**config.mk**
```make
export PLATFORM = sky130hd
export DESIGN_NAME = regfile_sequencer
export DESIGN_NICKNAME = d
export VERILOG_FILES = /design/src/rtl/regfile_seq_pkg.sv /design/src/rtl/rs_alu.sv /design/src/rtl/regfile_sequencer.sv
export SDC_FILE = /design/constraint.sdc
export NUM_CORES = 1
export LEC_CHECK = 0
export ABC_AREA = 1
export BUFFER_PORTS_ARGS = -buffer_cell sky130_fd_sc_hd__buf_2
export CAP_MARGIN = 40
export CORE_MARGIN = 2
export CORE_UTILIZATION = 55
export CTS_CLUSTER_SIZE = 24
export DETAILED_ROUTE_END_ITERATION = 8
export GPL_ROUTABILITY_DRIVEN = 0
export PLACE_DENSITY = 0.8
export SYNTH_ARGS = -nofsm -noshare
export SYNTH_HDL_FRONTEND = slang
export SYNTH_SLANG_ARGS = --single-unit
```
**constraint.sdc**
```tcl
create_clock -name clk -period 5.9 [get_ports clk]
set_clock_uncertainty 0.15 [all_clocks]
set_input_delay 0.59 -clock clk [delete_from_list [all_inputs] [get_ports clk]]
set_output_delay 0.59 -clock clk [all_outputs]
set_load 0.1 [all_outputs]
```
**src/rtl/regfile_seq_pkg.sv**
```systemverilog
// regfile_seq_pkg
//   Shared definitions for the register-file sequencer: instruction field
//   positions, opcode values, FSM state encoding and a small opcode helper.
package regfile_seq_pkg;

  // Instruction field positions inside the 16-bit instruction word.
  // The imm field overlaps srcA/srcB and is only meaningful for LDI.
  localparam int OPC_MSB  = 15;
  localparam int OPC_LSB  = 12;
  localparam int DEST_MSB = 11;
  localparam int DEST_LSB = 9;
  localparam int SRCA_MSB = 8;
  localparam int SRCA_LSB = 6;
  localparam int SRCB_MSB = 5;
  localparam int SRCB_LSB = 3;
  localparam int IMM_MSB  = 7;
  localparam int IMM_LSB  = 0;

  localparam int INSTR_W  = 16;
  localparam int FIELD_W  = 3;
  localparam int IMM_W    = 8;

  // Opcodes
  localparam logic [3:0] OP_NOP = 4'h0;
  localparam logic [3:0] OP_ADD = 4'h1;
  localparam logic [3:0] OP_SUB = 4'h2;
  localparam logic [3:0] OP_AND = 4'h3;
  localparam logic [3:0] OP_OR  = 4'h4;
  localparam logic [3:0] OP_XOR = 4'h5;
  localparam logic [3:0] OP_MOV = 4'h6;
  localparam logic [3:0] OP_LDI = 4'h7;
  localparam logic [3:0] OP_NOT = 4'h8;

  typedef enum logic [2:0] {
    ST_IDLE = 3'd0,
    ST_RD   = 3'd1,
    ST_CAP  = 3'd2,
    ST_WB   = 3'd3,
    ST_DONE = 3'd4
  } state_t;

  // Everything above NOT is undefined and must not write.
  function automatic logic op_illegal(input logic [3:0] op);
    return op > OP_NOT;
  endfunction

endpackage

```
**src/rtl/rs_alu.sv**
```systemverilog
// rs_alu
//   Purely combinational ALU for the register-file sequencer.
//   Ports:
//     opcode  in  4         instruction opcode
//     a, b    in  DATA_W    operands (already forced to 0 for source R0)
//     imm     in  8         LDI immediate
//     cr      out DATA_W+1  {carry, result}
//   Carry is the ADD carry-out, the SUB borrow (a < b), and 0 for all others.
module rs_alu
  import regfile_seq_pkg::*;
#(
  parameter int DATA_W = 8
) (
  input  logic [3:0]        opcode,
  input  logic [DATA_W-1:0] a,
  input  logic [DATA_W-1:0] b,
  input  logic [IMM_W-1:0]  imm,
  output logic [DATA_W:0]   cr
);

  always_comb begin
    cr = '0;
    case (opcode)
      OP_ADD:  cr = {1'b0, a} + {1'b0, b};
      OP_SUB:  cr = {(a < b), a - b};
      OP_AND:  cr = {1'b0, a & b};
      OP_OR:   cr = {1'b0, a | b};
      OP_XOR:  cr = {1'b0, a ^ b};
      OP_MOV:  cr = {1'b0, a};
      OP_LDI:  cr = {1'b0, DATA_W'(imm)};
      OP_NOT:  cr = {1'b0, ~a};
      default: cr = '0;
    endcase
  end

endmodule

```
**src/rtl/regfile_sequencer.sv**
```systemverilog
// regfile_sequencer
//   Sequences one instruction at a time against an external register file
//   with registered read data.
//   Ports:
//     clk, rst            clock, synchronous active-high reset
//     instr_valid/instr   instruction offer; instr_ready high only when IDLE
//     AA, BA              read addresses (driven only in RD, 0 otherwise)
//     Data_A, Data_B      registered read data, valid in CAP
//     DA, Data_in, WR     write port, active only in WB
//     done                one-cycle completion pulse (DONE state)
//     result/carry/zero/illegal  status of the last completed instruction
//   Paths: ALU ops IDLE-RD-CAP-WB-DONE, LDI IDLE-WB-DONE, NOP/illegal IDLE-DONE.
module regfile_sequencer
  import regfile_seq_pkg::*;
#(
  parameter int DATA_W = 8,
  parameter int ADDR_W = 3
) (
  input  logic               clk,
  input  logic               rst,
  input  logic               instr_valid,
  input  logic [15:0]        instr,
  output logic               instr_ready,
  output logic [ADDR_W-1:0]  AA,
  output logic [ADDR_W-1:0]  BA,
  output logic [ADDR_W-1:0]  DA,
  output logic [DATA_W-1:0]  Data_in,
  output logic               WR,
  input  logic [DATA_W-1:0]  Data_A,
  input  logic [DATA_W-1:0]  Data_B,
  output logic               done,
  output logic [DATA_W-1:0]  result,
  output logic               carry,
  output logic               zero,
  output logic               illegal
);

  state_t               state_q, state_d;
  logic [INSTR_W-1:0]   instr_q, instr_d;
  logic [DATA_W-1:0]    result_q, result_d;
  logic                 carry_q, carry_d;
  logic                 zero_q, zero_d;
  logic                 illegal_q, illegal_d;

  logic                 accept;
  logic [INSTR_W-1:0]   cur_instr;
  logic [3:0]           opc;
  logic [FIELD_W-1:0]   dest, src_a, src_b;
  logic [IMM_W-1:0]     imm;
  logic [DATA_W-1:0]    op_a, op_b;
  logic [DATA_W:0]      alu_cr;

  assign instr_ready = (state_q == ST_IDLE) && !rst;
  assign accept      = instr_valid && instr_ready;

  // LDI loads its result on the accepting edge, so in IDLE the ALU looks at
  // the incoming offer; afterwards it works from the latched copy.
  assign cur_instr = (state_q == ST_IDLE) ? instr : instr_q;
  assign opc       = cur_instr[OPC_MSB:OPC_LSB];
  assign dest      = cur_instr[DEST_MSB:DEST_LSB];
  assign src_a     = cur_instr[SRCA_MSB:SRCA_LSB];
  assign src_b     = cur_instr[SRCB_MSB:SRCB_LSB];
  assign imm       = cur_instr[IMM_MSB:IMM_LSB];

  // R0 reads as zero: the register file is not addressed for R0 and its
  // read data still holds whatever the previous read returned.
  assign op_a = (state_q == ST_CAP && src_a != '0) ? Data_A : '0;
  assign op_b = (state_q == ST_CAP && src_b != '0) ? Data_B : '0;

  rs_alu #(.DATA_W(DATA_W)) u_alu (
    .opcode (opc),
    .a      (op_a),
    .b      (op_b),
    .imm    (imm),
    .cr     (alu_cr)
  );

  // Next state and status register loads
  always_comb begin
    state_d   = state_q;
    instr_d   = instr_q;
    result_d  = result_q;
    carry_d   = carry_q;
    zero_d    = zero_q;
    illegal_d = illegal_q;
    case (state_q)
      ST_IDLE: begin
        if (accept) begin
          instr_d = instr;
          if (opc == OP_NOP) begin
            state_d   = ST_DONE;
            illegal_d = 1'b0;
          end else if (op_illegal(opc)) begin
            state_d   = ST_DONE;
            illegal_d = 1'b1;
          end else if (opc == OP_LDI) begin
            state_d   = ST_WB;
            result_d  = alu_cr[DATA_W-1:0];
            carry_d   = alu_cr[DATA_W];
            zero_d    = (alu_cr[DATA_W-1:0] == '0);
            illegal_d = 1'b0;
          end else begin
            state_d   = ST_RD;
          end
        end
      end
      ST_RD:   state_d = ST_CAP;
      ST_CAP: begin
        state_d   = ST_WB;
        result_d  = alu_cr[DATA_W-1:0];
        carry_d   = alu_cr[DATA_W];
        zero_d    = (alu_cr[DATA_W-1:0] == '0);
        illegal_d = 1'b0;
      end
      ST_WB:   state_d = ST_DONE;
      ST_DONE: state_d = ST_IDLE;
      default: state_d = ST_IDLE;
    endcase
  end

  always_ff @(posedge clk) begin
    if (rst) begin
      state_q   <= ST_IDLE;
      instr_q   <= '0;
      result_q  <= '0;
      carry_q   <= 1'b0;
      zero_q    <= 1'b0;
      illegal_q <= 1'b0;
    end else begin
      state_q   <= state_d;
      instr_q   <= instr_d;
      result_q  <= result_d;
      carry_q   <= carry_d;
      zero_q    <= zero_d;
      illegal_q <= illegal_d;
    end
  end

  // Register-file port drive. WR and done are gated by rst so a reset that
  // lands in WB or DONE suppresses the write and the completion pulse.
  always_comb begin
    AA      = '0;
    BA      = '0;
    DA      = '0;
    Data_in = '0;
    WR      = 1'b0;
    done    = 1'b0;
    case (state_q)
      ST_RD: begin
        AA = ADDR_W'(src_a);
        BA = ADDR_W'(src_b);
      end
      ST_WB: begin
        DA      = ADDR_W'(dest);
        Data_in = result_q;
        WR      = (dest != '0) && !rst;
      end
      ST_DONE: done = !rst;
      default: ;
    endcase
  end

  assign result  = result_q;
  assign carry   = carry_q;
  assign zero    = zero_q;
  assign illegal = illegal_q;

endmodule

```
==> flow_summary_export.csv, run 1 <==
group,metric,value,unit
grt,grt_overflow,0,
critical_path,critPathLaunchType,"flop",
clock_network,h-tree-depth,2,
route,via_per_inst,5.337,
route,drt_wl_total,8586,um
critical_path,path_class,"reg2reg",
clock_network,clk_pin_slew,0.07,ns
cells_and_area,syn2layout_area_growth,12.96,%
logic_synthesis,async_flop_share,0,%
clock_network,cts.sinks,30,
grt,grt_use_total,27.98,%
sta,maxSlewViolCount,0,
die,dieHeight,80.58,um
logic_synthesis,netlist_instances,531,
grt,grt_pass1_wl,14280,um
sta,finalSetupTns,0,ns
cells_and_area,final_common_cell,"nand2_1",
route,met2WireLength,3969,um
placed_design,place_hpwl,6891,um
worst_hold_path,hp-class,"reg2reg",
logic_synthesis,netlist_area,3226,um2
critical_path,cp.arrival,3.91,ns
clock_network,worstSkewPairLatency,0.29,ns
route,wl_met1,3798,um
logic_synthesis,yosysSeqAreaShare,18.62,%
clock_network,cts_buffer_depth,2,
critical_path,endpoint_kind,"flop",
logic_synthesis,synth_top_area_share,18.62,%
job,drv_cap,0,
logic_synthesis,avgSynthCellArea,6.075,um2
sta,worst_slew_pin_slew,0.5164,ns
clock_network,cts_tree,"yes",
route,vias,3528,
grt,grt_max_degree,27,
grt,antenna_found_initial,0,
critical_path,critPathRequiredTime,5.96,ns
critical_path,crit_fanout,26,
logic_synthesis,synth_edf_count,0,
placed_design,post_dp_cell_area,3552,um2
cells_and_area,fin_cells,661,
sta,rsz0062_at_grt,"false",
cells_and_area,fin_area,3643,um2
sta,setup-violations-final,0,
sta,max_freq,259.9,MHz
power_and_ir_drop,ir_drop,0.4032,mV
route,wire_per_inst,12.99,um
logic_synthesis,synth_top_area_cell,"dfxtp_1",
die,initial_core_util,57.87,%
sta,finalHoldViolations,0,
cells_and_area,final_cell_mix,"nand2_1, inv_1, nor2_1, buf_2, nand3_1",
route,dr.pass1.iters,6,
die,die_w,80.58,um
die,ios,66,
die,rows,27,
clock_network,cts_resized,0,
sta,period_needed,3.847,ns
placed_design,portBuffers,65,
route,wl_met3,685,um
logic_synthesis,ys.flop_type,"dfxtp_1",
placed_design,placed_cells,653,
cells_and_area,final_util,65.36,%
route,drt_iter0_drc,285,
logic_synthesis,syn_nets,593,
logic_synthesis,ys_seq_elements,30,
cells_and_area,final.fill_count,529,
cells_and_area,drive_gt1_share,18.51,%
power_and_ir_drop,power_density,548.4,nW/um2
power_and_ir_drop,p_leak,0.002125,uW
route,dr.max_layer_used,"met4",
logic_synthesis,yosysUniqueCellTypes,42,
die,core-area,5574,um2
clock_network,cts_setup_buffers,0,
grt,grt_pass1_vias,3167,
die,die_area,6493,um2
sta,fin_crit_sh,65.21,%
clock_network,root_buffer,"clkbuf_8",
cells_and_area,num-nets-final,650,
logic_synthesis,synth_area_leaders,"dfxtp_1, nand2_1, inv_1, ha_1, nand3_1",
cells_and_area,diodes,0,
sta,max_slew_margin,65.57,%
logic_synthesis,yosysWarningCount,0,
clock_network,numCtsBuffers,5,
route,ant_nets,0,
status,status,"finished, final reports clean",
route,drc,0,
clock_network,hold_buffers,0,
## synth_stat cells, drive strengths merged (8+ instances only)
master and instances:
o31ai 15, o21ai 22, buf 8, nand2 141, nor2 76, dfxtp 30
clkbuf 8, ha 25, inv 95, a21oi 22, nand3 56
## per-stage QoR
stage	worst slack [ns]	total power [uW]	hold WS, ns
2_1_floorplan	1.346	1591	0.2920
6_report	2.053	1998	0.3230
5_1_grt	1.669	2153	0.3447
3_5_place_dp	2.136	1798	0.3105
3_3_place_gp	2.257	1762	0.3061
4_1_cts	2.097	1980	0.3237
## report_power, final
part / internal [uW] / total [uW] / switching [uW]
clock: 93.9 / 172 / 77.6
combinational: 369 / 1530 / 1160
sequential: 264 / 300 / 35.4
## final timing paths
| kind | cells past startpoint | from | endpoint | slack [ns] |
|---|---|---|---|---|
| worst min-delay path | 2 | instr_q[0] | instr_q[0] | 0.32 |
| worst max register to register | 27 | state_q[0] | zero | 2.05 |
| worst min register to register | 2 | instr_q[0] | instr_q[0] | 0.32 |
| worst max-delay path | 27 | state_q[0] | zero | 2.05 |
## routing by layer
metal	GRT usage, %	vias up
li1	-	1791
met1	35.86	1562
met2	48.75	161
met3	4.157	14
met4	7.288	0
met5	0	-
## final cells by class
| cell class | instances | area [um2] | area share, % |
|---|---|---|---|
| flip-flops and latches | 30 | 600.6 | 16.48 |
| well taps | 72 | 90.09 | 2.473 |
| clock inverters | 1 | 5.005 | 0.1374 |
| multi-input cells | 389 | 2161 | 59.31 |
| repair buffers | 66 | 340.3 | 9.341 |
| inverters | 96 | 360.3 | 9.890 |
| clock buffers | 7 | 86.33 | 2.370 |
## worst max-delay path, stage by stage (launching register included)
cell and delay, ns:
dfxtp_1 0.36, nor2_4 0.30, nand2_4 0.26, nand2_1 0.10
o21ai_0 0.15, nand2_1 0.10, o21ai_0 0.07, inv_1 0.27
nand2_1 0.12, inv_1 0.09, ha_1 0.19, inv_1 0.06
fa_1 0.40, inv_1 0.07, nand3_1 0.09, nand2_1 0.10
nand2_1 0.05, nand2_1 0.05, inv_1 0.04, nand3_1 0.05
nand2_1 0.05, nor2_1 0.08, nand2_1 0.07, nor2_2 0.11
nand2_1 0.06, nor2_1 0.11, nand3_1 0.09, a21oi_2 0.11
## flip-flops by register name (all words and copies together) (netlist names)
name and count:
instr_q 16, state_q 3, result 8, carry 1, zero 1, illegal 1
## kinds of logic (layout without fill, tap and decap cells)
logic type	after synthesis	after routing	synth area share [%]
AO/OA/AOI/OAI	73	73	14.20
XOR/XNOR	4	4	1.086
adder cells (fa/ha/maj)	27	27	10.94
buffers and inverters	112	170	14.39
flip-flops	30	30	18.62
AND/OR/NAND/NOR	285	285	40.77
Note: power is estimated with default switching activity, not from simulation.
==> inputs of run 2 (changes only) <==
==> constraint.sdc (replaced) <==
create_clock -name clk -period 4 [get_ports clk]
set_clock_uncertainty 0.15 [all_clocks]
set_input_delay 0.4 -clock clk [delete_from_list [all_inputs] [get_ports clk]]
set_output_delay 0.4 -clock clk [all_outputs]
set_load 0.1 [all_outputs]
==> flow_summary_export.csv, run 2 (synthesized netlist as in run 1, its figures left out) <==
group,metric,value,unit
die,initial_core_util,57.87,%
critical_path,critPathLaunchType,"flop",
critical_path,endpoint_kind,"flop",
grt,grt_pass1_vias,3117,
status,status,"finished, final reports clean",
die,ios,66,
grt,grt_use_total,27.51,%
sta,finalHoldViolations,0,
placed_design,portBuffers,65,
cells_and_area,num-nets-final,653,
cells_and_area,largest_reg_flops,16,
critical_path,crit_start,"state_q[1]",
sta,worst_slack,0.3355,ns
critical_path,crit_path_top_delay_cell,"ha_1",
clock_network,root_buffer,"clkbuf_8",
cells_and_area,drive_gt1_share,19.43,%
die,core-area,5574,um2
critical_path,critPathRequiredTime,4.06,ns
die,rows,27,
cells_and_area,final.fill_count,531,
sta,max_slew_margin,66.23,%
clock_network,worstSkewPairLatency,0.29,ns
placed_design,placed_cells,655,
job,drv_cap,0,
route,drt_iter0_drc,219,
clock_network,hold_buffers,0,
critical_path,cp_top_family,"simple AND/OR/NAND/NOR gates",
clock_network,clk_pin_slew,0.08,ns
grt,grt_max_degree,33,
critical_path,crit_path_cell_trace,"inv_4 -> nand2_4 -> buf_4 -> nand2_1 -> nand2_1 -> nand3_4 -> nand3_1 -> inv_1 -> ha_1 -> inv_1 -> a21oi_1 -> nand2_1 -> nand2_1 -> nand3_1 -> nand3_1 -> nand2_1 -> nor2_1 -> nand3_1 -> nor2_1 -> nand3_1 -> a21oi_2",
die,dieHeight,80.58,um
power_and_ir_drop,ir_drop,0.5027,mV
critical_path,path_buf_inv,4,
worst_hold_path,min_from,"instr[10]",
cells_and_area,regMostFlops,"instr_q",
clock_network,numCtsBuffers,5,
critical_path,path_class,"reg2reg",
die,die_w,80.58,um
route,dr.pass1.iters,6,
power_and_ir_drop,power_density,811.4,nW/um2
clock_network,h-tree-depth,2,
grt,grt_overflow,0,
critical_path,crit_fanout,19,
route,vias,3545,
grt,grt_pass1_wl,14100,um
placed_design,post-place-ws,0.2530,ns
route,via_per_inst,5.339,
sta,maxSlewViolCount,0,
sta,finalSetupTns,0,ns
cells_and_area,fin_cells,664,
cells_and_area,diodes,0,
sta,rsz0062_at_grt,"false",
sta,setup-violations-final,0,
clock_network,cts_tree,"yes",
grt,antenna_found_initial,0,
placed_design,place_hpwl,6837,um
sta,fin_crit_sh,91.61,%
clock_network,cts.sinks,30,
power_and_ir_drop,p_leak,0.002137,uW
route,wire_per_inst,13.04,um
cells_and_area,final_common_cell,"nand2_1",
sta,period_needed,3.664,ns
clock_network,cts_buffer_depth,2,
critical_path,r2r-start,"state_q[1]",
route,drt_wl_total,8661,um
critical_path,slowest_delay,0.44,ns
critical_path,cp.arrival,3.73,ns
die,die_area,6493,um2
sta,max_freq,272.9,MHz
worst_hold_path,hp-class,"in2reg",
route,drc,0,
sta,worst_slew_pin_slew,0.5065,ns
cells_and_area,final_cell_mix,"nand2_1, inv_1, nor2_1, buf_2, nand3_1",
cells_and_area,syn2layout_area_growth,13.81,%
route,ant_nets,0,
[run 2: worst min-delay path: cells and delay by family]
family,cells,cell delay [ns]
compound gates,1,0.06
buf+inv,1,0.07
simple gates,1,0.04
[run 2: worst paths after layout]
check,to,slack (ns),cells after the start
max,zero,0.34,21
min,instr_q[10],0.16,3
min reg2reg,instr_q[6],0.33,2
max reg2reg,zero,0.34,21
[run 2: power breakdown]
part	leakage [uW]	total [uW]	switching, uW	internal, uW
combinational	0.00184	2270	1700	567
clock	0.0000472	266	128	138
sequential	0.000245	442	52.3	389
[run 2: stage by stage]
stage	power (uW)	instance area (um2)	util, %	hold WS [ns]
floorplan	2349	3232	-	0.2920
global placement	2620	3566	63.97	0.3052
detailed placement	2666	3566	63.97	0.3124
CTS	2939	3661	65.68	0.1635
global route	3216	3671	65.86	0.1773
finish	2979	3671	65.86	0.1582
[run 2: timing repair]
| item | in CTS | in global routing |
|---|---|---|
| endpoints found under the setup margin | 0 | 6 |
| gates resized for setup | 0 | 3 |
| buffers inserted | 0 | 1 |
[run 2: metal layers]
metal | global-route usage (%) | routed length, um | vias up | share of wire [%]
met3 | 3.820 | 678 | 21 | 7.8
met1 | 35.58 | 3804 | 1577 | 44
met4 | 7.627 | 170 | 0 | 2.0
met5 | 0 | 0 | - | 0
met2 | 47.50 | 4007 | 158 | 46
li1 | - | - | 1789 | -
[run 2: area by class of cell]
class	count	area [um2]	area share (%)
repair buffers	69	355.3	9.680
multi-input cells	389	2167	59.03
clock buffers	6	82.58	2.249
well taps	72	90.09	2.454
clock inverters	2	12.51	0.3408
flip-flops and latches	30	600.6	16.36
inverters	96	362.8	9.884
==> inputs of run 3 (changes only) <==
--- a/config.mk
+++ b/config.mk
@@ -5,9 +5,9 @@
 export SDC_FILE = /design/constraint.sdc
 export NUM_CORES = 1
 export LEC_CHECK = 0
-export ABC_AREA = 1
 export BUFFER_PORTS_ARGS = -buffer_cell sky130_fd_sc_hd__buf_2
 export CAP_MARGIN = 40
+export CORE_ASPECT_RATIO = 2
 export CORE_MARGIN = 2
 export CORE_UTILIZATION = 55
 export CTS_CLUSTER_SIZE = 24
==> flow_summary_export.csv, run 3 <==
group,metric,value,unit
status,status,"finished, final reports clean",
logic_synthesis,synthTopCellsByCount,"nand2_1, nor2_1, dfxtp_1",
sta,rsz0062_at_grt,"false",
cells_and_area,regArea,600.6,um2
logic_synthesis,netlist_area,3072,um2
cells_and_area,diodes,0,
clock_network,clk_pin_slew,0.08,ns
placed_design,place_hpwl,7184,um
die,core-area,5420,um2
grt,grt_max_degree,35,
worst_hold_path,min_from,"instr[9]",
sta,setup-violations-final,0,
grt,grt_overflow,0,
logic_synthesis,yosysUniqueCellTypes,61,
logic_synthesis,yosysWarningCount,0,
power_and_ir_drop,ir_drop,0.7059,mV
logic_synthesis,ys_seq_elements,30,
clock_network,h-tree-depth,2,
clock_network,cts.sinks,30,
clock_network,worstSkewPairLatency,0.29,ns
route,wire_per_inst,17.71,um
die,ios,66,
grt,grt_pass1_wl,15150,um
route,drt_wl_total,9368,um
clock_network,root_buffer,"clkbuf_8",
route,ant_nets,0,
critical_path,r2r-start,"instr_q[6]",
cells_and_area,largest_reg_flops,16,
logic_synthesis,synth_most_common_cell,"nand2_1",
route,vias,3328,
cells_and_area,regMostFlops,"instr_q",
die,rows,38,
logic_synthesis,async_flop_share,0,%
power_and_ir_drop,switchingPower,1274,uW
power_and_ir_drop,p_leak,0.001629,uW
cells_and_area,final_cell_mix,"buf_2, nand2_1, nor2_1, dfxtp_1, inv_1",
critical_path,critPathRequiredTime,4.05,ns
grt,antenna_found_initial,0,
power_and_ir_drop,report.power.total,2266,uW
sta,maxSlewViolCount,0,
logic_synthesis,synth_top_area_share,19.55,%
route,drc,0,
sta,max_slew_margin,50.98,%
route,drt_iter0_drc,250,
cells_and_area,final.fill_count,485,
sta,max_freq,268.7,MHz
sta,worst_slew_pin_slew,0.7258,ns
grt,grt_pass1_vias,3279,
clock_network,cts_resized,0,
critical_path,crit_start,"instr_q[6]",
job,drv_cap,0,
critical_path,cp.arrival,3.77,ns
die,dieHeight,109.7,um
grt,grt_use_total,31.10,%
die,die_w,56.85,um
critical_path,path_class,"reg2reg",
sta,period_needed,3.721,ns
worst_hold_path,hp-class,"in2reg",
sta,finalSetupTns,0,ns
route,via_per_inst,6.291,
logic_synthesis,yosysSeqAreaShare,19.55,%
clock_network,numCtsBuffers,5,
cells_and_area,final_common_cell,"buf_2",
cells_and_area,num-nets-final,530,
logic_synthesis,avgSynthCellArea,7.510,um2
critical_path,crit_fanout,8,
logic_synthesis,synth_top_area_cell,"dfxtp_1",
route,dr.pass1.iters,5,
clock_network,cts_setup_buffers,0,
power_and_ir_drop,p_comb_share,66.9,%
sta,worst_slack,0.2786,ns
logic_synthesis,ys.flop_type,"dfxtp_1",
clock_network,cts_tree,"yes",
critical_path,endpoint_kind,"flop",
cells_and_area,drive_gt1_share,21.96,%
clock_network,hold_buffers,0,
logic_synthesis,synth_area_leaders,"dfxtp_1, ha_1, nand2_1, nand2b_1, mux2i_1",
cells_and_area,multi_input_area,2297,um2
logic_synthesis,syn_nets,471,
sta,finalHoldViolations,0,
sta,fin_crit_sh,93.04,%
power_and_ir_drop,p_seq_share,21.3,%
power_and_ir_drop,swShare,56.22,%
die,initial_core_util,56.67,%
placed_design,placed_cells,521,
logic_synthesis,synth_edf_count,0,
cells_and_area,fin_cells,529,
die,die_area,6235,um2
clock_network,cts_buffer_depth,2,
power_and_ir_drop,pwr-share-clk,11.9,%
critical_path,r2r_slack,0.28,ns
placed_design,portBuffers,65,
power_and_ir_drop,internal_power,991.9,uW
critical_path,critPathLaunchType,"flop",
placed_design,post-place-ws,0.1326,ns
cells_and_area,syn2layout_area_growth,16.74,%
logic_synthesis,netlist_instances,409,
power_and_ir_drop,power_density,631.9,nW/um2
run 3: per-stage QoR:
stage,hold slack (ns),util [%],cell area [um2]
after CTS,0.1556,65.63,3557
after detailed placement,0.3253,63.87,3462
after global placement,0.3110,63.78,3457
after global routing,0.1919,66.16,3586
after floorplan,0.2979,-,3084
final,0.1536,66.16,3586
run 3: final cells by class:
| class | count | area share [%] |
|---|---|---|
| clock inverter | 2 | 0.3489 |
| tap | 60 | 2.094 |
| sequential | 30 | 16.75 |
| clock buffer | 6 | 2.303 |
| inverter | 28 | 2.931 |
| timing repair buffer | 77 | 11.51 |
| multi-input combinational | 326 | 64.06 |
run 3: worst paths after layout:
kind              cells after the start         end
setup / recovery                     12        zero
hold / removal                        3  instr_q[9]
setup reg to reg                     12        zero
hold reg to reg                       2        zero
run 3: power by group through the flow:
stage	Clock [uW]	Sequential [uW]	Combinational (uW)
global route	281	496	1620
global placement	0	480	1460
finish	269	482	1520
detailed placement	0	483	1470
CTS	269	477	1480
floorplan	0	673	968
run 3: metal layers:
layer  track usage [%]  part of all wire (%)  wire (um)  vias to the layer above
li1                  -                     -          -                     1586
met3             4.941                   6.6        614                       56
met5                 0                     0          0                        -
met2             56.31                    52       4871                      154
met1             31.02                    34       3193                     1532
met4             23.59                   7.4        689                        0
run 3: cell families after synthesis:
logic type / share of synthesized area [%]
AOI/OAI and AO/OA: 21.10
muxes: 7.128
adders and majority gates: 11.49
and+or+nand+nor: 33.44
buffers and inverters: 7.006
DFF: 19.55
xor gates and xnor gates: 0.2852
run 3: worst max-delay path, stage by stage (launching register included):
cell,delay [ns]
dfxtp_1,0.35
o311a_4,0.46
nand2_2,0.14
inv_1,0.10
ha_1,0.33
nor2b_1,0.06
o21a_1,0.19
or3_1,0.32
a31oi_1,0.18
nand4_1,0.17
or4_1,0.53
or4b_1,0.53
o32ai_1,0.12
